$ cat config.mk
export PLATFORM = sky130hd
export DESIGN_NAME = mem_access_stage
export DESIGN_NICKNAME = d
export VERILOG_FILES = /design/src/rtl/mem_stage_pkg.sv /design/src/rtl/mem_timeout_counter.sv /design/src/rtl/mem_access_stage.sv
export SDC_FILE = /design/constraint.sdc
export NUM_CORES = 1
export LEC_CHECK = 0
export CORE_ASPECT_RATIO = 1.25
export CORE_MARGIN = 2
export CORE_UTILIZATION = 35
export CTS_BUF_LIST = sky130_fd_sc_hd__clkbuf_2
export DETAILED_ROUTE_END_ITERATION = 7
export GPL_TIMING_DRIVEN = 0
export PLACE_DENSITY = 0.73
export SYNTH_ARGS = -nofsm -noshare
export SYNTH_HDL_FRONTEND = slang
export SYNTH_HIERARCHICAL = 1
export SYNTH_SLANG_ARGS = --single-unit
$ cat constraint.sdc
create_clock -name clock -period 3.4 [get_ports clock]
set_input_delay 0.34 -clock clock [delete_from_list [all_inputs] [get_ports clock]]
set_output_delay 0.34 -clock clock [all_outputs]
set_load 0.02 [all_outputs]
$ cat src/rtl/mem_stage_pkg.sv
// Shared definitions for the MEM pipeline stage.
//   memStateT       : access FSM states (IDLE / BUSY / DONE)
//   MEM_*_BIT       : bit positions inside the EX_MEM M control field {memRead, memWrite}
//   WB_*_BIT        : bit positions inside the WB control field {regWrite, memToReg}
//   isWordAligned() : true when a byte address is on a word boundary
package mem_stage_pkg;

  typedef enum logic [1:0] {
    IDLE = 2'd0,
    BUSY = 2'd1,
    DONE = 2'd2
  } memStateT;

  localparam int MEM_READ_BIT    = 1;
  localparam int MEM_WRITE_BIT   = 0;
  localparam int WB_REGWRITE_BIT = 1;
  localparam int WB_MEMTOREG_BIT = 0;

  function automatic logic isWordAligned(input logic [1:0] addrLsb);
    return addrLsb == 2'b00;
  endfunction

endpackage

$ cat src/rtl/mem_timeout_counter.sv
// Cycle counter that bounds how long a memory access may stay outstanding.
// Ports:
//   clock    in  pipeline clock
//   reset    in  asynchronous, active-high
//   clear    in  synchronous clear to zero (takes priority over enable)
//   enable   in  count up by one this cycle
//   terminal out high while the count equals TIMEOUT-1
module mem_timeout_counter #(
  parameter int TIMEOUT = 16,
  parameter int CNT_W   = 5
) (
  input  logic clock,
  input  logic reset,
  input  logic clear,
  input  logic enable,
  output logic terminal
);

  logic [CNT_W-1:0] count;

  // NOTE: clocked state is assigned with non-blocking (<=) only, so every
  // flop samples the pre-edge values regardless of process ordering.
  always_ff @(posedge clock or posedge reset) begin
    if (reset) begin
      count <= '0;
    end else if (clear) begin
      count <= '0;
    end else if (enable) begin
      count <= count + 1'b1;
    end
  end

  assign terminal = (count == CNT_W'(TIMEOUT - 1));

endmodule

$ cat src/rtl/mem_access_stage.sv
// MEM stage of the 5-stage pipeline, between EX_MEM and MEM_WB.
// Issues one request per load/store on a req/ready data-memory port, stalls the
// upstream pipeline while the access is outstanding, rejects misaligned
// addresses and aborts accesses that exceed TIMEOUT busy cycles.
// Ports:
//   clock, reset             pipeline clock; asynchronous active-high reset
//   aluResult/writeData/rd   EX_MEM payload (byte address, store data, dest reg)
//   wbIn, mIn                EX_MEM control: {regWrite,memToReg}, {memRead,memWrite}
//   readMemoryWord/readALU/readRD/wbOut   MEM_WB inputs
//   stall                    freeze upstream registers, bubble MEM_WB
//   memReq/memWe/memAddr/memWdata/memRdata/memReady   data-memory port
//   misaligned               one-cycle flag for a rejected misaligned access
//   busError                 sticky timeout flag, cleared only by reset
module mem_access_stage
  import mem_stage_pkg::*;
#(
  parameter int DATA_W  = 32,
  parameter int ADDR_W  = 32,
  parameter int TIMEOUT = 16,
  parameter int CNT_W   = 5
) (
  input  logic              clock,
  input  logic              reset,
  input  logic [ADDR_W-1:0] aluResult,
  input  logic [DATA_W-1:0] writeData,
  input  logic [4:0]        rd,
  input  logic [1:0]        wbIn,
  input  logic [1:0]        mIn,
  output logic [DATA_W-1:0] readMemoryWord,
  output logic [ADDR_W-1:0] readALU,
  output logic [4:0]        readRD,
  output logic [1:0]        wbOut,
  output logic              stall,
  output logic              memReq,
  output logic              memWe,
  output logic [ADDR_W-1:0] memAddr,
  output logic [DATA_W-1:0] memWdata,
  input  logic [DATA_W-1:0] memRdata,
  input  logic              memReady,
  output logic              misaligned,
  output logic              busError
);

  memStateT          state, nextState;
  logic [DATA_W-1:0] rdataReg;
  logic              aborted;      // current access ended by timeout
  logic              timeoutHit;

  // Both control bits set is treated as a store.
  logic op, isStore, aligned, startAccess;
  assign op          = mIn[MEM_READ_BIT] | mIn[MEM_WRITE_BIT];
  assign isStore     = mIn[MEM_WRITE_BIT];
  assign aligned     = isWordAligned(aluResult[1:0]);
  assign startAccess = (state == IDLE) && op && aligned;

  mem_timeout_counter #(
    .TIMEOUT(TIMEOUT),
    .CNT_W  (CNT_W)
  ) timeoutCounter (
    .clock   (clock),
    .reset   (reset),
    .clear   (state != BUSY),
    .enable  (state == BUSY),
    .terminal(timeoutHit)
  );

  // State register.
  always_ff @(posedge clock or posedge reset) begin
    if (reset) state <= IDLE;
    else       state <= nextState;
  end

  // Next-state logic. memReady is only meaningful in BUSY and wins over timeout.
  always_comb begin
    nextState = state;
    unique case (state)
      IDLE:    if (startAccess) nextState = BUSY;
      BUSY:    if (memReady || timeoutHit) nextState = DONE;
      DONE:    nextState = IDLE;
      default: nextState = IDLE;
    endcase
  end

  // Memory port and response registers; request fields are captured once on
  // entry to BUSY so they stay stable for the whole access.
  always_ff @(posedge clock or posedge reset) begin
    if (reset) begin
      memReq   <= 1'b0;
      memWe    <= 1'b0;
      memAddr  <= '0;
      memWdata <= '0;
      rdataReg <= '0;
      busError <= 1'b0;
      aborted  <= 1'b0;
    end else begin
      unique case (state)
        IDLE: begin
          if (startAccess) begin
            memReq   <= 1'b1;
            memWe    <= isStore;
            memAddr  <= {aluResult[ADDR_W-1:2], 2'b00};
            memWdata <= writeData;
            aborted  <= 1'b0;
          end
        end
        BUSY: begin
          if (memReady) begin
            memReq   <= 1'b0;
            memWe    <= 1'b0;
            rdataReg <= memWe ? '0 : memRdata;  // store responses are discarded
          end else if (timeoutHit) begin
            memReq   <= 1'b0;
            memWe    <= 1'b0;
            rdataReg <= '0;
            busError <= 1'b1;
            aborted  <= 1'b1;
          end
        end
        default: ;
      endcase
    end
  end

  // Output logic. Reset forces stall/misaligned low even while an op is still
  // presented by the frozen EX_MEM register.
  always_comb begin
    // NOTE: every output gets a default before the case, so no path can
    // leave one unassigned and infer a latch.
    stall          = 1'b0;
    misaligned     = 1'b0;
    wbOut          = wbIn;
    readMemoryWord = '0;
    unique case (state)
      IDLE: begin
        if (op) begin
          if (aligned) begin
            stall = 1'b1;
          end else begin
            misaligned = 1'b1;
            wbOut      = 2'b00;
          end
        end
      end
      BUSY: stall = 1'b1;
      DONE: begin
        readMemoryWord = rdataReg;
        if (aborted) wbOut = 2'b00;
      end
      default: ;
    endcase
    if (reset) begin
      stall      = 1'b0;
      misaligned = 1'b0;
    end
  end

  assign readALU = aluResult;
  assign readRD  = rd;

endmodule

# Yosys cells after proc, flatten, opt, wreduce, memory -nomap -nowiden
# Index checks and enable logic that the tools add are counted.
[word_totals]
reg_bits = 105
in_bits = 108
out_inout_bits = 140
wordCells = 66
[classes]
addsub = 1
eq_ne = 9
mux = 31
bitwise = 2
reduce_logical = 14
[op_table]
columns = ["operator", "count"]
rows = [
  ["$mux W32", 4],
  ["$mux W1", 14],
  ["$mux W2", 5],
  ["$mux W5", 2],
  ["$ne A2 B2 Y1 const B", 4],
  ["$pmux W1 S2", 4],
  ["$pmux W2 S2", 2],
  ["$reduce_and A2 Y1", 3],
  ["$reduce_and A3 Y1", 2],
  ["$reduce_bool A2 Y1", 3],
  ["$add A5 B1 Y5 const B", 1],
  ["$eq A5 B4 Y1 const B", 1],
  ["$logic_not A2 Y1", 2],
  ["$reduce_and A4 Y1", 1],
  ["$ne A3 B3 Y1 const B", 1],
  ["$eq A2 B1 Y1 const B", 1],
  ["$eq A2 B2 Y1 const B", 1],
  ["$logic_and A1 B1 Y1", 2],
  ["$ne A2 B1 Y1 const B", 1],
  ["$logic_or A1 B1 Y1", 1],
  ["$not A1 Y1", 1],
  ["$or A1 B1 Y1", 1],
]

# Logic depth before layout (Yosys ltp)
# Gate-level depths: netlist of run 1.
[depth]
word_depth = 5
depth_mapped = 6
mapped_depth_nobuf = 5

# Modules after synthesis
# The synthesis of run 1 kept the hierarchy.
[modules_own_cells]
columns = ["mod", "instances", "cells_each", "area_per_inst_um2", "seq_area_each_um2"]
rows = [
  ["mem_access_stage", 1, 310, 4436.8, 2502.4],
  ["mem_timeout_counter", 1, 24, 282.8, 125.1],
]

# Worst setup path before layout of run 1
# OpenSTA, ideal clock, no wires.
[synth_path]
kind = "input port to output port"
start = "in reset"
end = "out misaligned"
arrival_time_ps = 2869
required_ps = 3060
setup_slack_ps = 191
path_stages = 2
n_path_buf = 0
cell_sequence = "inv_1 > and2_1"
[synth_between]
elab_chain_cells = 1
[synth_lines]
columns = ["item", "line", "rtl"]
rows = [
  ["start: declaration", "mem_access_stage.sv:23", "input logic reset,"],
  ["$mux W1", "mem_access_stage.sv:151", "if (reset) begin"],
  ["end: declaration", "mem_access_stage.sv:40", "output logic misaligned,"],
]
# No other way between the ends.

# Worst setup path after layout of run 1
[layout_path]
start = "reg state[1]"
end = "out readMemoryWord[2]"
[layout_between]
elab_chain_cells = 2
[layout_lines]
columns = ["item", "line", "rtl"]
rows = [
  ["start: declaration", "mem_access_stage.sv:44", "memStateT state, nextState;"],
  ["start signal: assignment", "mem_access_stage.sv:70", "else state <= nextState;"],
  ["$eq A2 B2 Y1", "mem_access_stage.sv:133", "unique case (state)"],
  ["$mux W32", "mem_access_stage.sv:133", ""],
  ["end: declaration", "mem_access_stage.sv:29", "output logic [DATA_W-1:0] readMemoryWord,"],
]
# No other way between the ends.

==> results.py, run 1 <==
metrics = {
    "cts": {
        "htreeDepth": 3,
        "clock_sinks": 105,
        "cts_tree": "built",
        "clockBufferDepth": 2,
        "clkLatencyLatePin_ps": 540,
        "clk_pin_slew_ps": 270,
        "cts_made_buffers": 9,
        "cts_root_buffer": "clkbuf_2",
    },
    "die": {
        "core_sq_um": 13230,
        "die_w_microns": 107.9,
        "rows": 47,
        "start_util": 0.3567,
        "die_height_microns": 133.8,
        "die_area_sq_um": 14430,
        "pin_count": 248,
    },
    "synthesis": {
        "synth.area.mux_share": 0.1906,
        "yosys_warnings": 6,
        "yosys.area.top_type": "dfrtp_1",
        "synth_seq_area_share": 0.5567,
        "avgSynthCellArea_sq_um": 14.13,
        "synth-xor-area-share": 0.001856,
        "synth_top_area_share": 0.5567,
        "netlist-cell-type-count": 33,
        "netlist_area_sq_um": 4720,
        "synth_area_leaders": "dfrtp_1 (56%), mux2_4 (15%), buf_4 (6.4%)",
        "synthSimpleGateAreaFrac": 0.07291,
        "synth_compound_area_frac": 0.07847,
        "synth_top_family_by_area": "multiplexers",
        "postSynthCellCount": 334,
        "ys_seq_elements": 105,
        "synthAdderAreaFrac": 0.005302,
    },
    "worst_setup_path": {
        "rr_worst_depth": 6,
        "cp_max_fo": 10,
        "crit_type": "reg2out",
        "end_kind": "output port",
        "r2r_start": "timeoutCounter/count[0]",
        "critPathLaunchType": "flop",
        "worstPathRequired_ps": 3060,
        "r2r_slack_ps": 1370,
        "cp.arrival_ps": 2650,
        "r2r-end": "rdataReg[5]",
    },
    "timing": {
        "setup_ws_ps": 410.2,
        "slew_violations": 0,
        "hold_slack_ps": 103.6,
        "setup_tns_ps": 0,
        "max_freq_mhz": 334.5,
        "final_hold_viol_count": 0,
        "layout_min_cycle_time_ps": 2990,
        "relSlewSlack": 0.5629,
        "final-setup-viol-count": 0,
        "worst_pin_slew_ps": 655.7,
        "finalClockSkew_ps": 21.69,
        "rsz0062_at_grt": "no",
        "min_period_over_period": 0.8793,
    },
    "global_route": {
        "grt.overflow.total": 0,
        "grt_max_degree": 54,
        "track_usage": 0.1752,
        "grt_pass1_vias": 3715,
        "grt_pass1_wl_mm": 19.80,
        "antenna_found_initial": 0,
    },
    "route": {
        "drt_iter0_markers": 101,
        "wl_mm": 12.44,
        "vias_per_cell": 4.562,
        "vias": 3476,
        "post_drt_wl_per_cell_microns": 16.33,
        "first_pass_iters": 4,
        "drc": 0,
        "ant_nets": 0,
    },
    "placed_design": {
        "io_buffers": 240,
        "place_ws_ps": 603.7,
        "globalplace.congestion": 0.7919,
        "dp_hpwl_mm": 9.654,
        "place_area_sq_um": 7370,
    },
    "finish": {
        "stdcell_area_sq_um": 7480,
        "nFillCells": 1126,
        "areaGrowthSynthToFinish_pct": 58.48,
        "diodes": 0,
        "nNetsFinal": 697,
        "drive_gt1_frac": 0.2335,
    },
    "power": {
        "ir_drop_mv": 0.2216,
        "cellPowerDensity_nw_per_um2": 535.9,
        "p_leak_nw": 3.322,
    },
    "run": {
        "cap_violations": 0,
    },
    "run_status": {
        "outcome": "completed",
    },
    "hold_path": {
        "hold_class": "in2async",
    },
}
==> layout make-up <==
class                           instances  area [sq um]  share of cell area
Sequential cell                       105          2628              0.3513
Timing Repair Buffer                  241          2430              0.3249
Multi-Input combinational cell        167          1658              0.2216
Buffer                                 56         414.1             0.05537
Tap cell                              171         214.0             0.02860
Clock inverter                          5         57.56            0.007695
Clock buffer                           10         50.05            0.006691
Inverter                                7         28.78            0.003847
==> critical path, stage by stage (launching register included) <==
cell and delay, ps:
dfrtp_1 480, nor2b_2 380, clkbuf_1 390, and2_1 200, clkdlybuf4s50_1 650
==> stage by stage <==
| stage | instances | total power, mW | util |
|---|---|---|---|
| 2_1_floorplan | 335 | 2.681 | - |
| 3_3_place_gp | 746 | 3.440 | 0.5547 |
| 3_5_place_dp | 747 | 3.487 | 0.5570 |
| 4_1_cts | 762 | 4.067 | 0.5651 |
| 5_1_grt | 762 | 4.244 | 0.5653 |
| 6_report | 762 | 4.008 | 0.5653 |
==> state kept, by name, indices dropped and copies added (netlist names) <==
| signal | cells |
|---|---|
| aborted | 1 |
| memReq | 1 |
| state | 2 |
| timeoutCounter/count | 5 |
| memAddr | 30 |
| memWe | 1 |
| busError | 1 |
| memWdata | 32 |
| rdataReg | 32 |
==> synthesized netlist by cell type <==
master	n
xnor2_1	1
dfrtp_1	105
inv_1	7
a21oi_1	2
nand3b_1	2
mux2_2	15
conb_1	1
mux2_4	48
nand2b_1	1
nor3b_2	1
ha_1	2
nor2b_1	1
clkbuf_1	3
a21o_1	2
nor3b_1	1
buf_4	40
and3b_1	1
nor4_1	1
a31o_2	1
mux2i_1	1
a211oi_1	3
nand4_4	1
o21ai_2	1
o21a_1	1
a21bo_2	1
and2b_1	1
and3_1	2
buf_6	6
a22o_1	32
o31ai_1	1
buf_2	7
and2_1	33
nor2_1	9
==> where the power goes <==
part,internal (mW),leakage (nW),switching [mW]
Combinational,0.966,1.97,0.686
Clock,0.167,0.0616,0.398
Sequential,1.60,1.29,0.191
Total,2.73,3.32,1.28
==> worst max-delay path by stage <==
stage | start | slack, ps | cells after the start | endpoint
2_1_floorplan | reset | 190 | 2 | misaligned
3_3_place_gp | reset | -1610 | 4 | misaligned
3_5_place_dp | aluResult[1] | 600 | 7 | stall
4_1_cts | state[1] | 60 | 4 | readMemoryWord[2]
5_1_grt | state[1] | 100 | 4 | readMemoryWord[2]
6_report | state[1] | 410 | 4 | readMemoryWord[2]
==> cell usage in the layout (no fill, tap or decap), types with 2 or more instances in the layout <==
| master | instances |
|---|---|
| clkdlybuf4s50_1 | 240 |
| dfrtp_1 | 105 |
| mux2_4 | 48 |
| buf_4 | 40 |
| and2_1 | 33 |
| a22o_1 | 32 |
| mux2_2 | 15 |
| clkbuf_2 | 10 |
| nor2_1 | 9 |
| buf_2 | 7 |
| buf_6 | 6 |
| inv_1 | 6 |
| clkbuf_1 | 3 |
| a211oi_1 | 3 |
| a21o_1 | 2 |
| nand3b_1 | 2 |
| and3_1 | 2 |
| a21oi_1 | 2 |
| conb_1 | 2 |
| clkinvlp_4 | 2 |
| ha_1 | 2 |
==> layer usage <==
layer | track usage | wire length [microns] | vias to the layer above
met1 | 0.2111 | 4923 | 1712
met2 | 0.3099 | 6606 | 128
met3 | 0.04470 | 779 | 10
met5 | 0 | 0 | -
li1 | - | - | 1626
met4 | 0.04630 | 135 | 0
==> cells by family (layout without fill, tap and decap cells) <==
logic type / after synthesis / in the layout
buf+inv: 63 / 319
mux: 64 / 64
xor+xnor: 1 / 1
simple gates: 54 / 54
compound gates: 44 / 44
other cells: 1 / 2
fa+ha+maj: 2 / 2
flops: 105 / 105
==> what timing repair did <==
action	in CTS	in global routing
setup endpoints to repair	0	10
hold buffers	0	0
setup buffers	0	0
gates resized for setup	0	1
Note: power is estimated with default switching activity, not from simulation.
==> inputs of run 2 (changes only) <==
==> constraint.sdc (replaced) <==
create_clock -name clock -period 3.4 [get_ports clock]
set_input_delay 0.68 -clock clock [delete_from_list [all_inputs] [get_ports clock]]
set_output_delay 0.68 -clock clock [all_outputs]
set_load 0.02 [all_outputs]
==> run 2 against run 1 <==
  * Setup slack worse by 250 ps
  * First-iteration DRC count is 16% lower
  * Flip-flop and latch count stayed put
  * Die area stayed put
  * Routed wire length is 1.3% higher
  * Hold slack better by 340 ps
  * Highest routed layer unchanged
  * Clock-buffer cell count stayed put
  * Largest cell class unchanged
  * Global-route usage hardly changed
  * Register-to-register slack worse by 70 ps
  * Power is 0.65% higher
  * Sequential power hardly changed
  * Via count is 1.9% higher
==> results.py, run 2 (synthesis gave the netlist of run 1 again) <==
metrics = {
    "cts": {
        "clock_sinks": 105,
        "clkLatencyLatePin_ps": 580,
        "hold_buffers": 0,
        "htreeDepth": 3,
        "cts_root_buffer": "clkbuf_2",
        "cts_made_buffers": 9,
        "clockBufferDepth": 2,
        "clk_pin_slew_ps": 280,
        "cts_tree": "built",
    },
    "worst_setup_path": {
        "worstPathRequired_ps": 2720,
        "cp.arrival_ps": 2560,
        "critPathLaunchType": "input pin",
        "cp_max_fo": 4,
        "end_kind": "output port",
        "crit_type": "in2out",
    },
    "route": {
        "post_drt_wl_per_cell_microns": 16.43,
        "drt_iter0_markers": 85,
        "drc": 0,
        "vias": 3541,
        "ant_nets": 0,
        "wl_mm": 12.60,
        "vias_per_cell": 4.617,
        "first_pass_iters": 4,
    },
    "timing": {
        "setup_ws_ps": 159.3,
        "slew_violations": 0,
        "final-setup-viol-count": 0,
        "layout_min_cycle_time_ps": 3241,
        "max_freq_mhz": 308.6,
        "final_hold_viol_count": 0,
        "relSlewSlack": 0.6302,
        "min_period_over_period": 0.9531,
        "worst_pin_slew_ps": 551.7,
        "rsz0062_at_grt": "no",
        "finalClockSkew_ps": 31.98,
    },
    "finish": {
        "final_cell_mix": "clkdlybuf4s50_1 (239), dfrtp_1 (105), mux2_4 (48), buf_4 (42), and2_1 (33)",
        "drive_gt1_frac": 0.2466,
        "nNetsFinal": 701,
        "final_common_cell": "clkdlybuf4s50_1",
        "diodes": 0,
        "top_regs": "memWdata x32, rdataReg x32, memAddr x30",
        "areaGrowthSynthToFinish_pct": 59.44,
        "fin_util": 0.5687,
    },
    "hold_path": {
        "hold_class": "in2async",
    },
    "global_route": {
        "antenna_found_initial": 0,
        "track_usage": 0.1748,
        "grt.overflow.total": 0,
        "grt_pass1_wl_mm": 19.61,
        "grt_pass1_vias": 3761,
        "grt_max_degree": 45,
    },
    "die": {
        "pin_count": 248,
        "core_sq_um": 13230,
        "die_height_microns": 133.8,
        "start_util": 0.3567,
        "rows": 47,
        "die_w_microns": 107.9,
        "die_area_sq_um": 14430,
    },
    "run_status": {
        "outcome": "completed",
    },
    "run": {
        "cap_violations": 0,
    },
    "power": {
        "ir_drop_mv": 0.2733,
        "p_leak_nw": 3.350,
        "cellPowerDensity_nw_per_um2": 536.1,
    },
    "placed_design": {
        "dp_hpwl_mm": 9.698,
        "place_ws_ps": -138.4,
        "io_buffers": 240,
        "globalplace.congestion": 0.7751,
    },
}
[run 2: cell types whose count changed in the layout (fill, tap and decap cells not counted), moves of 2 or more]
cell	change
buf_12	+2
clkinvlp_4	+2
clkbuf_2	+3
clkbuf_1	-3
buf_4	+2
[run 2: path summary, 6_finish.rpt]
kind | startpoint | cells past startpoint | to | slack (ps)
worst min-delay path | reset | 2 | timeoutCounter/count[4] | 440
max in group asynchronous | reset | 3 | rdataReg[10] | 2220
worst max register to register | timeoutCounter/count[0] | 6 | rdataReg[6] | 1300
min in group clock | busError | 1 | busError | 500
worst max-delay path | aluResult[0] | 5 | misaligned | 160
worst min register to register | busError | 1 | busError | 500
[run 2: final cells by class]
type                    instances  area, sq um
inverters                       7        30.03
repair inverters                1        5.005
flip-flops and latches        105         2628
repair buffers                244         2456
multi-input cells             167         1658
clock inverters                 6        66.31
clock buffers                  10        50.05
fillers                      1128         5707
well taps                     171        214.0
plain buffers                  56        417.9
[run 2: power breakdown]
group          switching [mW]  internal (mW)  total (mW)
logic                   0.689          0.969        1.66
clock network           0.414          0.173       0.587
registers               0.190           1.60        1.79
[run 2: stage by stage]
stage / hold slack [ps] / TNS [ps] / instances / area (sq um) / power [mW]
final: 444.7 / 0 / 767 / 7525 / 4.034
after global routing: 406.7 / 0 / 767 / 7525 / 4.250
after CTS: 371.6 / 0 / 765 / 7507 / 4.090
after detailed placement: 447.2 / -138.4 / 748 / 7383 / 3.485
after global placement: 445.4 / -1574 / 746 / 7343 / 3.437
after floorplan: 458.5 / 0 / 335 / 4727 / 2.681
[run 2: what timing repair did]
| item | in CTS | in global routing |
|---|---|---|
| gates resized for setup | 3 | 4 |
| cloned | 1 | 0 |
| endpoints found under the setup margin | 32 | 21 |
| buffers inserted | 0 | 2 |
[run 2: per-layer routing]
layer / GRT usage / vias up / routed length, microns
met1: 0.2043 / 1745 / 4940
met4: 0.07692 / 0 / 358
met5: 0 / - / 0
met2: 0.3078 / 142 / 6605
li1: - / 1627 / -
met3: 0.03499 / 27 / 698
[run 2: worst max-delay path: stages]
cell	delay (ps)
clkdlybuf4s50_1	510
nor2_1	90
nor4_1	450
and2_1	190
clkdlybuf4s50_1	630
==> inputs of run 3 (changes only) <==
- CORE_ASPECT_RATIO: 1.25 -> 1.2
- GPL_TIMING_DRIVEN: 0 -> not set
- SETUP_SLACK_MARGIN: not set -> 0.1
==> run 3 against run 2 <==
  * Die area hardly changed
  * Clock-buffer cell count is 1 higher
  * Critical endpoint is now wbOut[0]
  * Critical path type unchanged
  * Combinational power is 4% lower
  * First-iteration DRC count is 33% higher
  * Largest cell class is now registers
  * Largest power group unchanged
  * Design area is 6.1% lower
  * Highest routed layer unchanged
  * Routed wire length is 5.8% lower
==> results.py, run 3 (synthesis gave the netlist of run 1 again) <==
metrics = {
    "timing": {
        "layout_min_cycle_time_ps": 3123,
        "max_freq_mhz": 320.2,
        "min_period_over_period": 0.9185,
        "slew_violations": 0,
        "final-setup-viol-count": 0,
        "setup_tns_ps": 0,
        "worst_pin_slew_ps": 715.8,
        "finalClockSkew_ps": 22.24,
        "relSlewSlack": 0.5228,
        "rsz0062_at_grt": "no",
        "final_hold_viol_count": 0,
    },
    "worst_setup_path": {
        "crit_type": "in2out",
        "cp.arrival_ps": 2440,
        "worstPathRequired_ps": 2720,
        "cp_max_fo": 4,
        "end_kind": "output port",
        "critPathLaunchType": "input pin",
    },
    "placed_design": {
        "io_buffers": 235,
        "place_area_sq_um": 6945,
        "globalplace.congestion": 0.7866,
        "dp_hpwl_mm": 8.997,
    },
    "global_route": {
        "track_usage": 0.1654,
        "antenna_found_initial": 0,
        "grt.overflow.total": 0,
        "grt_pass1_vias": 3488,
        "grt_pass1_wl_mm": 18.49,
        "grt_max_degree": 65,
    },
    "cts": {
        "clock_sinks": 105,
        "clockBufferDepth": 2,
        "cts_root_buffer": "clkbuf_2",
        "cts_tree": "built",
        "post_cts_buffers": 0,
        "cts_made_buffers": 9,
        "htreeDepth": 3,
        "clkLatencyLatePin_ps": 550,
        "clk_pin_slew_ps": 250,
        "hold_buffers": 0,
    },
    "route": {
        "vias_per_cell": 4.651,
        "first_pass_iters": 4,
        "post_drt_wl_per_cell_microns": 16.87,
        "drt_iter0_markers": 113,
        "vias": 3274,
        "wl_mm": 11.87,
        "drc": 0,
        "ant_nets": 0,
    },
    "power": {
        "switchingPower_mw": 1.259,
        "p_clk_frac": 0.144,
        "internal_power_mw": 2.699,
        "p_leak_nw": 3.068,
        "seqPwrFrac": 0.453,
        "cellPowerDensity_nw_per_um2": 560.1,
        "switching_share": 0.3181,
        "ir_drop_mv": 0.2578,
        "power_frac_comb": 0.402,
    },
    "die": {
        "rows": 46,
        "die_w_microns": 110.0,
        "pin_count": 248,
        "core_sq_um": 13180,
        "die_area_sq_um": 14430,
        "start_util": 0.3581,
        "die_height_microns": 131.2,
    },
    "finish": {
        "stdcell_area_sq_um": 7067,
        "top_regs": "memWdata x32, rdataReg x32, memAddr x30",
        "diodes": 0,
        "final_common_cell": "clkdlybuf4s50_1",
        "drive_gt1_frac": 0.1754,
        "final_cell_mix": "clkdlybuf4s50_1 (235), dfrtp_1 (105), mux2_4 (48), and2_1 (33), a22o_1 (32)",
        "areaGrowthSynthToFinish_pct": 49.73,
        "nNetsFinal": 641,
    },
    "hold_path": {
        "hold_class": "in2async",
    },
    "run": {
        "cap_violations": 0,
    },
    "run_status": {
        "outcome": "completed",
    },
}
## run 3: cell count changes in the layout (fill, tap and decap cells not counted), sizes merged
cell           delta
buf              -51
clkbuf            -2
clkdlybuf4s50     -4
clkinv            +2
clkinvlp          -3
dlygate4sd2       -1
inv               -1
## run 3: what timing repair did
item / in CTS / in global routing
endpoints found under the hold margin: 0 / 0
setup endpoints to repair: 0 / 2
gates resized for setup: 0 / 2
## run 3: power groups by stage
stage	Clock, mW	Sequential (mW)	Combinational, mW
after floorplan	0	2.06	0.624
after global routing	0.661	1.84	1.69
final	0.572	1.79	1.59
after detailed placement	0	1.82	1.61
after CTS	0.605	1.80	1.61
after global placement	0	1.80	1.58
## run 3: metal layers
metal / wire length, microns / global-route usage / part of all wire / vias up
li1: - / - / - / 1509
met2: 6296 / 0.2975 / 0.53 / 146
met1: 4415 / 0.1859 / 0.37 / 1607
met3: 1036 / 0.04960 / 0.087 / 12
met4: 124 / 0.04290 / 0.010 / 0
met5: 0 / 0 / 0 / -
## run 3: path summary, 6_finish.rpt
kind                                         startpoint                 endpoint  slack (ps)  depth (start not counted)
worst max-delay path                       aluResult[1]                 wbOut[0]         280                          5
worst min-delay path                              reset  timeoutCounter/count[1]         420                          2
worst max register to register  timeoutCounter/count[0]             rdataReg[26]        1280                          6
worst min register to register                 busError                 busError         500                          1
max in group asynchronous                         reset             memWdata[12]        1580                          4
min in group clock                             busError                 busError         500                          1
## run 3: cell type report
cell class	count	area (sq um)
Fill cell	1135	6113
Sequential cell	105	2628
Timing Repair Buffer	241	2414
Multi-Input combinational cell	167	1674
Tap cell	168	210.2
Clock inverter	5	56.30
Clock buffer	11	55.05
Inverter	7	30.03
## run 3: worst max-delay path, cell delays in order
cell and delay [ps]:
clkdlybuf4s50_1 430, nor2_1 320, nor4_2 120, a211oi_1 240
clkdlybuf4s50_1 640
## run 3: through the flow
step	util	setup WS (ps)	std cells	power, mW	hold slack, ps
6_report	0.5362	277.3	704	3.958	417.9
5_1_grt	0.5362	144.1	704	4.189	369.9
4_1_cts	0.5354	111.7	704	4.014	352.3
3_5_place_dp	0.5270	116.0	688	3.426	447.5
3_3_place_gp	0.5270	144.2	688	3.384	445.4
2_1_floorplan	-	133.7	335	2.681	458.5
